### config.mk
export PLATFORM = sky130hd
export DESIGN_NAME = can_tx_frame_serializer
export DESIGN_NICKNAME = d
export VERILOG_FILES = /design/src/rtl/can_tx_frame_serializer.sv
export SDC_FILE = /design/constraint.sdc
export NUM_CORES = 1
export LEC_CHECK = 0
export CAP_MARGIN = 0
export CELL_PAD_IN_SITES_DETAIL_PLACEMENT = 0
export CELL_PAD_IN_SITES_GLOBAL_PLACEMENT = 1
export CORE_MARGIN = 3
export CORE_UTILIZATION = 39
export DETAILED_ROUTE_END_ITERATION = 8
export PLACE_DENSITY_LB_ADDON = 0.15
export SLEW_MARGIN = 20
export SYNTH_ARGS = -nofsm -noshare
export SYNTH_HDL_FRONTEND = slang
export SYNTH_SLANG_ARGS = --single-unit
### constraint.sdc
create_clock -name clk -period 4.67 [get_ports clk]
set_clock_uncertainty 0.1 [all_clocks]
set_input_delay 1.401 -clock clk [delete_from_list [all_inputs] [get_ports clk]]
set_output_delay 1.401 -clock clk [all_outputs]
set_load 0.05 [all_outputs]
### src/rtl/can_tx_frame_serializer.sv
// CAN 2.0 transmit frame serializer: emits the unstuffed bit stream SOF..EOF+IFS, one bit per bit_tick.
// Optional build macro CAN_TX_EXT_ID_EN enables 29-bit extended identifiers when ide=1.
module can_tx_frame_serializer #(
  parameter int EOF_BITS = 7,
  parameter int IFS_BITS = 3
) (
  input  logic        clk,
  input  logic        rst_n,
  input  logic        i_bit_tick,
  input  logic        i_start,
  input  logic [28:0] i_id,
  input  logic        i_ide,
  input  logic        i_rtr,
  input  logic [3:0]  i_dlc,
  input  logic [63:0] i_data,
  input  logic        i_abort,
  input  logic        i_ack_rx,
  input  logic [14:0] i_crc_in,
  output logic        o_crc_init,
  output logic        o_crc_en,
  output logic        o_crc_data_bit,
  output logic        o_tx_bit,
  output logic        o_tx_stuff_en,
  output logic        o_busy,
  output logic        o_done,
  output logic        o_ack_err
);

  typedef enum logic [3:0] {
    S_IDLE, S_WAIT_SOF, S_SOF, S_ARB, S_CTRL, S_DATA, S_CRC,
    S_CRC_DEL, S_ACK_SLOT, S_ACK_DEL, S_EOF, S_IFS
  } stateT;

  stateT       r_state, w_stateNext;
  logic [6:0]  r_bitCnt, w_bitCntNext;
  logic        r_crcInit, r_done, r_ackErr;
  logic        w_doneNext, w_ackErrNext;
  logic        r_rtr;
  logic [3:0]  r_dlc;
  logic [63:0] r_data;
  logic [31:0] w_arbVec;
  logic [6:0]  w_arbLen, w_dataLen, w_fieldLen;
  logic [5:0]  w_ctrlVec;
  logic        w_lastBit, w_accept, w_txBit;

  assign w_accept = (r_state == S_IDLE) && i_start && !i_abort;

  // Arbitration field is left-aligned in w_arbVec so both formats share one bit index.
`ifdef CAN_TX_EXT_ID_EN
  logic [28:0] r_id;
  logic        r_ide;

  always_ff @(posedge clk or negedge rst_n) begin
    if (!rst_n) begin
      r_id  <= '0;
      r_ide <= 1'b0;
    end else if (w_accept) begin
      r_id  <= i_id;
      r_ide <= i_ide;
    end
  end

  assign w_arbVec = r_ide ? {r_id[28:18], 2'b11, r_id[17:0], r_rtr}
                          : {r_id[10:0], r_rtr, 20'd0};
  assign w_arbLen = r_ide ? 7'd32 : 7'd12;
`else
  logic [10:0] r_id;
  logic        w_unused;

  always_ff @(posedge clk or negedge rst_n) begin
    if (!rst_n) begin
      r_id <= '0;
    end else if (w_accept) begin
      r_id <= i_id[10:0];
    end
  end

  assign w_arbVec = {r_id, r_rtr, 20'd0};
  assign w_arbLen = 7'd12;
  assign w_unused = ^{i_ide, i_id[28:11]};
`endif

  always_ff @(posedge clk or negedge rst_n) begin
    if (!rst_n) begin
      r_rtr  <= 1'b0;
      r_dlc  <= '0;
      r_data <= '0;
    end else if (w_accept) begin
      r_rtr  <= i_rtr;
      r_dlc  <= i_dlc;
      r_data <= i_data;
    end
  end

  // IDE (standard) and r1 (extended) are both dominant, so CTRL is identical for both formats.
  assign w_ctrlVec = {2'b00, r_dlc};
  assign w_dataLen = r_rtr ? 7'd0 : (r_dlc[3] ? 7'd64 : {1'b0, r_dlc[2:0], 3'b000});

  always_comb begin
    w_fieldLen = 7'd1;
    case (r_state)
      S_ARB:   w_fieldLen = w_arbLen;
      S_CTRL:  w_fieldLen = 7'd6;
      S_DATA:  w_fieldLen = w_dataLen;
      S_CRC:   w_fieldLen = 7'd15;
      S_EOF:   w_fieldLen = 7'(EOF_BITS);
      S_IFS:   w_fieldLen = 7'(IFS_BITS);
      default: w_fieldLen = 7'd1;
    endcase
  end

  assign w_lastBit = (r_bitCnt == (w_fieldLen - 7'd1));

  always_comb begin
    w_txBit = 1'b1;
    case (r_state)
      S_SOF:   w_txBit = 1'b0;
      S_ARB:   w_txBit = w_arbVec[5'(7'd31 - r_bitCnt)];
      S_CTRL:  w_txBit = w_ctrlVec[3'(7'd5 - r_bitCnt)];
      S_DATA:  w_txBit = r_data[6'(7'd63 - r_bitCnt)];
      S_CRC:   w_txBit = i_crc_in[4'(7'd14 - r_bitCnt)];
      default: w_txBit = 1'b1;
    endcase
  end

  always_ff @(posedge clk or negedge rst_n) begin
    if (!rst_n) begin
      r_state   <= S_IDLE;
      r_bitCnt  <= '0;
      r_crcInit <= 1'b0;
      r_done    <= 1'b0;
      r_ackErr  <= 1'b0;
    end else begin
      r_state   <= w_stateNext;
      r_bitCnt  <= w_bitCntNext;
      r_crcInit <= w_accept;
      r_done    <= w_doneNext;
      r_ackErr  <= w_ackErrNext;
    end
  end

  // Abort outranks everything; otherwise fields advance only on bit_tick.
  always_comb begin
    w_stateNext  = r_state;
    w_bitCntNext = r_bitCnt;
    w_doneNext   = 1'b0;
    w_ackErrNext = 1'b0;
    if (i_abort) begin
      w_stateNext  = S_IDLE;
      w_bitCntNext = '0;
    end else if (r_state == S_IDLE) begin
      if (i_start) begin
        w_stateNext  = S_WAIT_SOF;
        w_bitCntNext = '0;
      end
    end else if (i_bit_tick) begin
      if (!w_lastBit) begin
        w_bitCntNext = r_bitCnt + 7'd1;
      end else begin
        w_bitCntNext = '0;
        case (r_state)
          S_WAIT_SOF: w_stateNext = S_SOF;
          S_SOF:      w_stateNext = S_ARB;
          S_ARB:      w_stateNext = S_CTRL;
          S_CTRL:     w_stateNext = (w_dataLen == 7'd0) ? S_CRC : S_DATA;
          S_DATA:     w_stateNext = S_CRC;
          S_CRC:      w_stateNext = S_CRC_DEL;
          S_CRC_DEL:  w_stateNext = S_ACK_SLOT;
          S_ACK_SLOT: begin
            if (i_ack_rx) begin
              w_stateNext  = S_IDLE;
              w_ackErrNext = 1'b1;
            end else begin
              w_stateNext = S_ACK_DEL;
            end
          end
          S_ACK_DEL:  w_stateNext = S_EOF;
          S_EOF:      w_stateNext = S_IFS;
          S_IFS: begin
            w_stateNext = S_IDLE;
            w_doneNext  = 1'b1;
          end
          default:    w_stateNext = S_IDLE;
        endcase
      end
    end
  end

  assign o_tx_bit       = w_txBit;
  assign o_crc_data_bit = w_txBit;
  assign o_crc_en       = i_bit_tick && (r_state inside {S_SOF, S_ARB, S_CTRL, S_DATA});
  assign o_tx_stuff_en  = r_state inside {S_SOF, S_ARB, S_CTRL, S_DATA, S_CRC};
  assign o_busy         = (r_state != S_IDLE);
  assign o_crc_init     = r_crcInit;
  assign o_done         = r_done;
  assign o_ack_err      = r_ackErr;

endmodule
==> flow_summary.yaml <==
worst_setup_path:
  worst_path_fanout_max: 2
  critical_path_required_ns: 3.17
  reg2reg_slack_ns: 1.16
  startpoint_to_endpoint_class_of_the_critical_path: "primary input to output port"
  end_kind: "output port"
  crit_path_launch_type: "primary input"
  crit_arrival_ns: 3.08
clock_network:
  tritoncts: "built"
  clk_pin_slew_ns: 0.07
  cts_h_tree_depth: 3
  clock_latency_ns: 0.35
  cts.sink_count: 94
  cts_post_setup_buffers_inserted: 0
  clock_tree.buffer_depth: 2
  cts_made_buffers: 9
  cts_hold_buffers: 0
  clock_tree.root_cell: "clkbuf_16"
synthesis:
  synth.mux.area_fraction: 0.320
  post_synth_main_area_contributors: "dfrtp_1, mux2_2, mux4_2"
  synth_xor_area_frac: 0.0237
  async_reset_ff_frac: 1.00
  synth.net_count: 504
  yosys.area.top_type_share: 0.470
  synth_cell_types: 55
  synth.top_cells.by_count: "dfrtp_1, mux2_2, mux4_2"
  synth_edf_count: 0
  syn_area_um2: 5010
  synthesized_area_fraction_occupied_by_adder_cells: 0.00999
  register_area_share_after_synthesis: 0.470
  synth_flop_cell: "dfrtp_1"
  syn_area_per_cell_um2: 13.2
  synth_cells: 380
  main_combinational_cell_family_by_area_after_synthesis: "multiplexers"
  ys_ff_latch: 94
  yosys_warning_count: 0
  synth_most_common_cell: "dfrtp_1"
  yosys.area_share.simple: 0.0812
  netlist.top_cell.by_area: "dfrtp_1"
  synth_compound_gate_area_share: 0.0654
drt:
  drt_drc_violations_left: 0
  drt_pre_antenna_iters: 5
  initialDrtViolationCount: 115
  detail_route.wirelength_um: 11500
  drt.antenna.violating_nets: 0
  num_vias: 3493
  routed_wire_length_per_instance_um: 17.6
  route.detailed.vias_per_inst: 5.32
power:
  pd_cells_nw_per_um2: 547
  power.leakage_nw: 2.60
  max-vdd-ir-drop_uv: 285
sta:
  setup_viol: 0
  min_period_ns: 4.58
  final_period_utilization: 0.981
  rsz0062_at_grt: "false"
  relSlewSlack: 0.545
  slew_viol_final: 0
  achievable-frequency_mhz: 218
  tightestPinTransition_ns: 0.682
  post-route-worst-setup-slack_ns: 0.0896
  finalHoldViolations: 0
flow_run:
  cap_violations: 0
finish:
  post_route_cells_drive_above_1_share: 0.332
  area_growth_pct: 30.7
  final_util: 0.534
  insertedDiodeCount: 0
  fillCellCount: 1072
  design.final.nets: 607
global_routing:
  groute.usage.overall: 0.171
  gr_ovfl_total: 0
  grt_pass1_wl_um: 19100
  antenna_found_initial: 0
  grt_start_max_net_pins: 69
  first_global_vias: 3680
floorplanning:
  fp.dieW_um: 119
  initial_utilization: 0.409
  io_pins: 128
  row_count: 40
  full_die_area_um2: 14200
  floorplan.core_area_um2: 12300
  chipHeight_um: 119
place:
  numPortBuffers: 108
  dp_slack_ns: -0.252
  globalplace.congestion: 0.766
  detailedPlacementHpwl_um: 8450
hold_path:
  hold_class: "flip-flop to flip-flop"
status:
  status: "finished clean"
layout make-up:
cell class                 count  area [um^2]  area share
clock buffer                  10          239      0.0365
clock inverter                 6         66.3      0.0101
inverter                       8         30.0     0.00459
multi-input combinational    251         2520       0.385
sequential                    94         2350       0.359
tap                          168          210      0.0321
timing repair buffer         119         1130       0.173
logic make-up after synthesis:
| family | count (synthesis) |
|---|---|
| mux | 115 |
| buf+inv | 35 |
| fa+ha+maj | 4 |
| compound gates | 46 |
| xor+xnor | 12 |
| simple gates | 74 |
| flops | 94 |
routing by layer:
| layer | track usage | part of all wire |
|---|---|---|
| met1 | 0.229 | 0.45 |
| met3 | 0.0603 | 0.062 |
| met4 | 0.0387 | 0.012 |
| met2 | 0.269 | 0.48 |
| met5 | 0 | 0 |
registers in the layout, indices dropped and copies added, names as in the netlist:
register and count:
o_ack_err 1, o_crc_init 1, o_done 1, r_bitCnt 7
r_data 64, r_dlc 4, r_id 11, r_rtr 1
r_state 4
stage by stage:
| step | hold WS, ns | instance area (um^2) | TNS [ns] | std cells | total power, mW |
|---|---|---|---|---|---|
| after floorplan | 0.375 | 5010 | 0 | 380 | 2.44 |
| after global placement | 0.384 | 6290 | -0.471 | 640 | 2.82 |
| after detailed placement | 0.393 | 6290 | -0.505 | 640 | 2.86 |
| after CTS | 0.407 | 6580 | 0 | 656 | 3.63 |
| after global routing | 0.421 | 6550 | 0 | 656 | 3.82 |
| final | 0.404 | 6550 | 0 | 656 | 3.59 |
worst paths after layout:
check,cells past startpoint,endpoint,start
worst max register to register,10,r_state[0]$_DFFE_PN0P_,r_state[3]$_DFFE_PN0P_
worst min register to register,1,r_data[27]$_DFFE_PN0P_,r_data[27]$_DFFE_PN0P_
worst max-delay path,7,o_tx_bit,i_crc_in[5]
min in group asynchronous,1,r_data[24]$_DFFE_PN0P_,rst_n
worst min-delay path,1,r_data[27]$_DFFE_PN0P_,r_data[27]$_DFFE_PN0P_
max in group asynchronous,2,r_data[1]$_DFFE_PN0P_,rst_n
worst max-delay path: stages:
cell and delay [ns]:
buf_2 0.10, mux4_2 0.48, mux4_2 0.47, o211ai_1 0.17, o311a_1 0.20, o21ai_2 0.09
buf_6 0.17
cell usage in the layout, fill, tap and decap left out, types with 3 or more instances in the layout:
cell / count
nor2_1: 14
buf_2: 5
xnor2_1: 6
o22ai_1: 3
nand3_1: 8
and3_1: 3
o21ai_0: 9
nand2b_1: 4
nor3b_1: 3
ha_1: 4
mux2i_1: 5
nor3_1: 5
mux4_2: 28
o211ai_1: 3
nand2_1: 17
buf_4: 11
clkdlybuf4s50_1: 90
xor2_1: 5
clkbuf_16: 9
dfrtp_1: 93
inv_1: 7
a21oi_1: 10
mux2_2: 82
clkbuf_2: 7
a31oi_1: 4
where the power goes:
| group | internal, mW | leakage (nW) | total (mW) | switching, mW |
|---|---|---|---|---|
| clock | 0.433 | 0.153 | 0.757 | 0.325 |
| combinational | 0.826 | 1.31 | 1.41 | 0.586 |
| sequential | 1.18 | 1.14 | 1.42 | 0.234 |
| total | 2.44 | 2.60 | 3.59 | 1.14 |
what timing repair did:
action / in CTS / in global routing
pin swaps: 2 / 3
gates cloned: 0 / 0
endpoints found under the setup margin: 2 / 2
endpoints found under the hold margin: 0 / 0
resized for setup: 32 / 9
(Power assumes the default switching activity.)
